$ cat src/rtl/muldiv_pkg.sv
// Shared definitions for the multi-cycle multiply/divide sequencer: FSM states,
// ALU operation encodings and the iteration count.
package muldiv_pkg;

   localparam int unsigned ITERATIONS = 32;

   localparam logic [1:0] ALU_OP_AND = 2'b00;
   localparam logic [1:0] ALU_OP_OR  = 2'b01;
   localparam logic [1:0] ALU_OP_ADD = 2'b10;
   localparam logic [1:0] ALU_OP_SLT = 2'b11;

   // StFix is only reachable when SIGNED_MULDIV_EN is defined.
   typedef enum logic [1:0] {
      StIdle = 2'b00,
      StRun  = 2'b01,
      StDone = 2'b10,
      StFix  = 2'b11
   } state_e;

endpackage

$ cat src/rtl/muldiv_seq.sv
// Multi-cycle MULT/MULTU/DIV/DIVU sequencer. Owns HI/LO and borrows an external
// ripple ALU as its adder/subtractor: shift-and-add multiply and restoring
// divide, one ALU pass per cycle, 32 iterations.
// Optional feature macro: SIGNED_MULDIV_EN adds the i_signed port and a FIX
// state that restores result signs after a magnitude-only run.
module muldiv_seq
   import muldiv_pkg::*;
#(
   parameter int unsigned WIDTH = 32,
   parameter int unsigned CNT_W = 5
) (
   input  logic             i_clock,
   input  logic             i_reset_n,
   input  logic             i_start,
   input  logic             i_is_div,
`ifdef SIGNED_MULDIV_EN
   input  logic             i_signed,
`endif
   input  logic [WIDTH-1:0] i_rs,
   input  logic [WIDTH-1:0] i_rt,
   output logic             o_busy,
   output logic             o_done,
   output logic             o_div_by_zero,
   output logic [WIDTH-1:0] o_hi,
   output logic [WIDTH-1:0] o_lo,
   output logic [WIDTH-1:0] o_alu_a,
   output logic [WIDTH-1:0] o_alu_b,
   output logic             o_alu_a_invert,
   output logic             o_alu_b_negate,
   output logic [1:0]       o_alu_op,
   input  logic [WIDTH-1:0] i_alu_result,
   input  logic             i_alu_carry_out
);

   state_e             r_state;
   logic [WIDTH-1:0]   r_hi;
   logic [WIDTH-1:0]   r_lo;
   logic [WIDTH-1:0]   r_rt;
   logic [CNT_W-1:0]   r_count;
   logic               r_is_div;
   logic               r_div_by_zero;

   logic [WIDTH-1:0]   w_rem_shift;
   logic               w_accept;
   logic [WIDTH-1:0]   w_op_rs;
   logic [WIDTH-1:0]   w_op_rt;
   logic               w_last_iter;
   state_e             w_after_run;

`ifdef SIGNED_MULDIV_EN
   logic               r_signed;
   logic               r_neg_quo;
   logic               r_neg_rem;
   logic [2*WIDTH-1:0] w_prod_neg;

   // Magnitudes come from local negators so the shared ALU stays free at Start.
   assign w_op_rs     = (i_signed && i_rs[WIDTH-1]) ? (~i_rs + 1'b1) : i_rs;
   assign w_op_rt     = (i_signed && i_rt[WIDTH-1]) ? (~i_rt + 1'b1) : i_rt;
   assign w_prod_neg  = ~{r_hi, r_lo} + 1'b1;
   assign w_after_run = r_signed ? StFix : StDone;
`else
   assign w_op_rs     = i_rs;
   assign w_op_rt     = i_rt;
   assign w_after_run = StDone;
`endif

   // Partial remainder shifted left by one, pulling in the next dividend bit.
   assign w_rem_shift = {r_hi[WIDTH-2:0], r_lo[WIDTH-1]};
   // A set Hi[31] means the shifted remainder exceeds 32 bits, so it is >= divisor.
   assign w_accept    = r_hi[WIDTH-1] | i_alu_carry_out;
   assign w_last_iter = (r_count == CNT_W'(ITERATIONS - 1));

   assign o_busy         = (r_state != StIdle);
   assign o_done         = (r_state == StDone);
   assign o_div_by_zero  = r_div_by_zero;
   assign o_hi           = r_hi;
   assign o_lo           = r_lo;
   assign o_alu_a_invert = 1'b0;
   assign o_alu_op       = ALU_OP_ADD;

   // ALU operand steering: only RUN uses the ALU; other states present zeros.
   always_comb begin
      o_alu_a        = '0;
      o_alu_b        = '0;
      o_alu_b_negate = 1'b0;
      if (r_state == StRun) begin
         if (r_is_div) begin
            o_alu_a        = w_rem_shift;
            o_alu_b        = r_rt;
            o_alu_b_negate = 1'b1;
         end else begin
            o_alu_a = r_hi;
            o_alu_b = r_lo[0] ? r_rt : '0;
         end
      end
   end

   // Sequencer FSM with HI/LO datapath; synchronous active-low reset.
   always_ff @(posedge i_clock) begin
      if (!i_reset_n) begin
         r_state       <= StIdle;
         r_hi          <= '0;
         r_lo          <= '0;
         r_rt          <= '0;
         r_count       <= '0;
         r_is_div      <= 1'b0;
         r_div_by_zero <= 1'b0;
`ifdef SIGNED_MULDIV_EN
         r_signed      <= 1'b0;
         r_neg_quo     <= 1'b0;
         r_neg_rem     <= 1'b0;
`endif
      end else begin
         unique case (r_state)
            StIdle: begin
               if (i_start) begin
                  r_is_div      <= i_is_div;
                  r_rt          <= w_op_rt;
                  r_count       <= '0;
                  r_div_by_zero <= 1'b0;
`ifdef SIGNED_MULDIV_EN
                  r_signed      <= i_signed;
                  r_neg_quo     <= i_signed & (i_rs[WIDTH-1] ^ i_rt[WIDTH-1]);
                  r_neg_rem     <= i_signed & i_rs[WIDTH-1];
`endif
                  if (i_is_div && (i_rt == '0)) begin
                     // Divide by zero skips RUN (and FIX) and returns raw Rs.
                     r_hi          <= i_rs;
                     r_lo          <= '1;
                     r_div_by_zero <= 1'b1;
                     r_state       <= StDone;
                  end else begin
                     r_hi    <= '0;
                     r_lo    <= w_op_rs;
                     r_state <= StRun;
                  end
               end
            end
            StRun: begin
               if (r_is_div) begin
                  r_hi <= w_accept ? i_alu_result : w_rem_shift;
                  r_lo <= {r_lo[WIDTH-2:0], w_accept};
               end else begin
                  {r_hi, r_lo} <= {i_alu_carry_out, i_alu_result, r_lo[WIDTH-1:1]};
               end
               r_count <= r_count + 1'b1;
               if (w_last_iter) begin
                  r_state <= w_after_run;
               end
            end
            StFix: begin
`ifdef SIGNED_MULDIV_EN
               if (r_is_div) begin
                  if (r_neg_quo) r_lo <= ~r_lo + 1'b1;
                  if (r_neg_rem) r_hi <= ~r_hi + 1'b1;
               end else if (r_neg_quo) begin
                  {r_hi, r_lo} <= w_prod_neg;
               end
`endif
               r_state <= StDone;
            end
            StDone: begin
               r_state <= StIdle;
            end
            default: begin
               r_state <= StIdle;
            end
         endcase
      end
   end

endmodule

$ cat config.mk
export PLATFORM = sky130hd
export DESIGN_NAME = muldiv_seq
export DESIGN_NICKNAME = d
export VERILOG_FILES = /design/src/rtl/muldiv_pkg.sv /design/src/rtl/muldiv_seq.sv
export SDC_FILE = /design/constraint.sdc
export NUM_CORES = 1
export LEC_CHECK = 0
export ABC_AREA = 0
export CORE_MARGIN = 3
export CORE_UTILIZATION = 48
export DETAILED_ROUTE_END_ITERATION = 8
export HOLD_SLACK_MARGIN = 0.08
export PLACE_DENSITY = 0.86
export SYNTH_ARGS = -nofsm -noshare
export SYNTH_HDL_FRONTEND = slang
export SYNTH_SLANG_ARGS = --single-unit
$ cat constraint.sdc
create_clock -name i_clock -period 5.7 [get_ports i_clock]
set_clock_uncertainty 0.2 [all_clocks]
set_input_delay 1.425 -clock i_clock [delete_from_list [all_inputs] [get_ports i_clock]]
set_output_delay 1.425 -clock i_clock [all_outputs]
set_load 0.005 [all_outputs]
### After elaboration in Yosys (flattened, before gate mapping)

Index checks and enable logic that the tools add are counted.

| word-level totals | value |
|---|---|
| bits in registers | 105 |
| output and inout bits | 135 |
| word-level logic and storage cells | 46 |

| operators by class | value |
|---|---|
| add/subtract/negate cells | 1 |
| eq/ne operators | 6 |
| muxes and demuxes | 23 |
| bitwise gates (word level) | 1 |
| reductions and logical operators | 8 |

Operators with widths:

| cell | count |
|---|---|
| 2-to-1 mux 32 bit | 12 |
| one-hot mux 32 bit (2 select lines) | 2 |
| zero test 32 bit | 1 |
| one-hot mux 5 bit (2 select lines) | 1 |
| one-hot mux 2 bit (4 select lines) | 1 |
| 2-to-1 mux 2 bit | 3 |
| AND reduction 2 bit | 3 |
| adder 5 x 1 -> 5 bit, second input constant | 1 |
| equality test 5 bit, second input constant | 1 |
| 2-to-1 mux 5 bit | 1 |
| equality test 2 bit, second input constant | 2 |
| != test 2 bit, second input constant | 2 |
| nonzero test 2 bit | 2 |
| 2-to-1 mux 1 bit | 3 |
| equality test 2 x 1 -> 1 bit, second input constant | 1 |
| zero test 2 bit | 1 |
| logical AND 1 bit | 1 |
| OR 1 bit | 1 |

### Logic depth before layout (Yosys ltp)

| logic depth | value |
|---|---|
| word-level depth | 5 |
| mapped depth | 6 |
| mapped depth without buffers | 5 |

### Worst setup path after synthesis

No wires, ideal clock.

| timing | value |
|---|---|
| path type | register to output |
| start | reg r_state[1] |
| end | out o_alu_a[11] |
| data arrival time | 1375 ps |
| path slack | 2700 ps |
| cell stages (with the launch flop) | 7 |
| buffers on the path | 4 |
| cell sequence | dfxtp_1 > buf_2 > nand2b_1 > buf_2 > clkbuf_1 > clkbuf_1 > nor2_1 |

| between the ends | value |
|---|---|
| cells in the longest elaborated chain, start to end | 2 |

Ends and longest elaborated chain:

| what | line | source |
|---|---|---|
| start: declaration | muldiv_seq.sv:35 | `state_e r_state;` |
| start signal: assignment | muldiv_seq.sv:101 | `r_state <= StIdle;` |
| start signal: assignment | muldiv_seq.sv:131 | `r_state <= StDone;` |
| start signal: assignment | muldiv_seq.sv:135 | `r_state <= StRun;` |
| equality test 2 x 1 -> 1 bit | muldiv_seq.sv:86 | `if (r_state == StRun) begin` |
| 2-to-1 mux 32 bit | muldiv_seq.sv:86 |  |
| end: declaration | muldiv_seq.sv:26 | `output logic [WIDTH-1:0] o_alu_a,` |

No other way between the ends.

### Worst setup path after layout

| timing | value |
|---|---|
| start | reg r_state[1] |
| end | out o_alu_a[0] |

The elaborated chain is that of the path after synthesis.

==> flow_summary.toml <==
[routing]
viasPerCell = 5.80
drt_iter0_markers = 549
ant_nets = 0
vias = 6453
dr.pass1.iters = 5
drc = 0
wire_per_inst_um = 18.0
drt_wl_total_mm = 20.0

[global_routing]
grt_util_all_layers_pct = 26.8
grt_pass1_vias = 6124
antenna_found_initial = 0
grt_max_degree = 66
grt_pass1_wl_mm = 31.8
overflow = 0

[synth]
ys_warn_count = 0
synthArstFlopShare_pct = 0
synth_seq_cells = 105
synthesis.area_um2 = 6240
ys_types = 43
syn_inst = 755
ys_seq_area_share_pct = 33.7
synth-edff-count = 0
postSynthAreaPerCell_um2 = 8.27
ys.flop_type = "dfxtp_1"

[power_and_ir_drop]
ir_worst_vdd_v = 0.000144
leakagePower_nw = 3.18
powerDensity_nw_per_um2 = 217

[floorplanning]
fp.dieArea_um2 = 14400
die_h_um = 120
die_width_um = 120
ios = 236
rows = 41
initial_core_util_pct = 49.3
core_area_um2 = 12700

[finish]
area_delta_synth_final_pct = 41.6
drive_above_1_share_pct = 14.1
num_antenna_cells = 0
final_common_cell = "clkdlybuf4s50_1"
fin_nets = 1038
final_cell_mix = "230 x clkdlybuf4s50_1, 103 x dfxtp_1, 70 x nand2_1"

[placed_design]
place_congestion = 0.810
dp_hpwl_mm = 13.6
port-buffer-count = 232

[worst_setup_path]
crit_type = "flop to output port"
reg2reg_depth = 5
start_kind = "flop"
critPathRequiredTime_ns = 4.07
cp_max_fo = 41
cp.arrival_ns = 2.68
cp-end-kind = "output port"

[cts]
h-tree-depth = 3
hold_buffers = 0
worstSkewPairLatency_ns = 0.34
cts_setup_buffers = 0
cts_made_buffers = 9
cts_resized = 0
cts-root-buf = "clkbuf_16"
ctsLongestPathBuffers = 2
clock-sinks = 105
path_clk_slew_ns = 0.07
cts_tree = "built"

[timing]
rsz0062_at_grt = "no"
setup_viol = 0
tightest_slew_ns = 1.31
tns_ns = 0
hold_slack_ns = 0.260
period_share_pct = 75.6
hold_viol_final = 0
max_slew_margin_pct = 12.8
drv_slew = 0
fmax_mhz = 232
fin_crit_ns = 4.31

[min_path]
hold_path.class = "flop to flop"
holdPathStages = 2

[run_status]
status = "complete, no violations"

[flow_run]
drv_cap = 0
-- worst max-delay path, stage by stage, from the launching register on --
cell             delay [ns]
dfxtp_1                0.61
nand2b_2               0.61
buf_4                  0.51
nor2_1                 0.12
clkdlybuf4s50_1        0.47
-- logic make-up after synthesis --
kind of cell	share of synthesized area, %
and+or+nand+nor	18.2
buffers and inverters	7.72
other	0.120
AOI/OAI and AO/OA	29.0
adders and majority gates	0.401
DFF	33.7
muxes	10.9
-- routing by layer --
| metal | wire length, um | vias to the layer above | global-route usage [%] | part of all wire, % |
|---|---|---|---|---|
| met3 | 1860 | 40 | 7.96 | 9.3 |
| met2 | 9600 | 290 | 44.7 | 48 |
| met4 | 412 | 0 | 8.52 | 2.1 |
| li1 | - | 3047 | - | - |
| met1 | 8110 | 3076 | 33.3 | 41 |
| met5 | 0 | - | 0 | 0 |
-- synth_stat cells, types with 2 or more instances --
cell	count	area share [%]
dfxtp_1	105	34
nand2_1	70	4.2
o21ai_0	60	4.8
clkbuf_1	53	3.2
nor2_1	41	2.5
o21ai_1	36	2.9
a21oi_1	35	2.8
and2_1	34	3.4
inv_1	34	2.0
a21boi_0	33	4.0
o221ai_1	33	4.6
mux2_2	32	5.8
mux2i_1	32	5.1
or3b_2	32	4.5
a22o_1	31	4.3
a21oi_2	30	4.2
buf_2	13	1.0
buf_6	6	1.1
nor2b_1	5	0.50
nor4_1	5	0.50
a22oi_1	3	0.36
and3_1	3	0.30
buf_4	3	0.36
conb_1	2	0.12
ha_1	2	0.40
nand3_1	2	0.16
nand4_1	2	0.20
nor3b_2	2	0.40
o21a_1	2	0.24
-- per-stage QoR --
stage                     cell area (um^2)  power, W  setup WS [ns]  std cells  util, %
after CTS                             8840   0.00193           1.39       1112     69.8
after global routing                  8840   0.00200           1.22       1112     69.8
after floorplan                       6250   0.00107           2.70        756        -
after detailed placement              8530   0.00129           1.65       1096     67.3
final                                 8840   0.00192           1.39       1112     69.8
after global placement                8530   0.00128           1.69       1096     67.3
-- worst paths after layout --
check              from         end  slack [ns]
min             r_rt[4]     r_rt[4]        0.26
max reg2reg  r_state[0]     o_lo[6]        3.11
min reg2reg     r_rt[4]     r_rt[4]        0.26
max          r_state[1]  o_alu_a[0]        1.39
-- layout make-up --
cell class,count,area [um^2]
Fill cell,1027,3830
Multi-Input combinational cell,542,3680
Timing Repair Buffer,243,2390
Sequential cell,105,2110
Clock buffer,14,274
Tap cell,172,215
Inverter,34,128
Clock inverter,2,35.0
-- where the power goes --
| group | leakage [nW] | switching [W] | total (W) | internal (W) |
|---|---|---|---|---|
| Sequential | 0.864 | 0.0000591 | 0.000843 | 0.000784 |
| Combinational | 2.16 | 0.000193 | 0.000431 | 0.000237 |
| Clock | 0.153 | 0.000270 | 0.000647 | 0.000377 |
| Total | 3.18 | 0.000523 | 0.00192 | 0.00140 |
-- flip-flops by register name, summed over array words and instances (netlist names) --
signal and flops:
r_is_div 1, o_div_by_zero 1, o_hi 32, r_state 2
r_count 5, o_lo 32, r_rt 32
(Power assumes the default switching activity.)
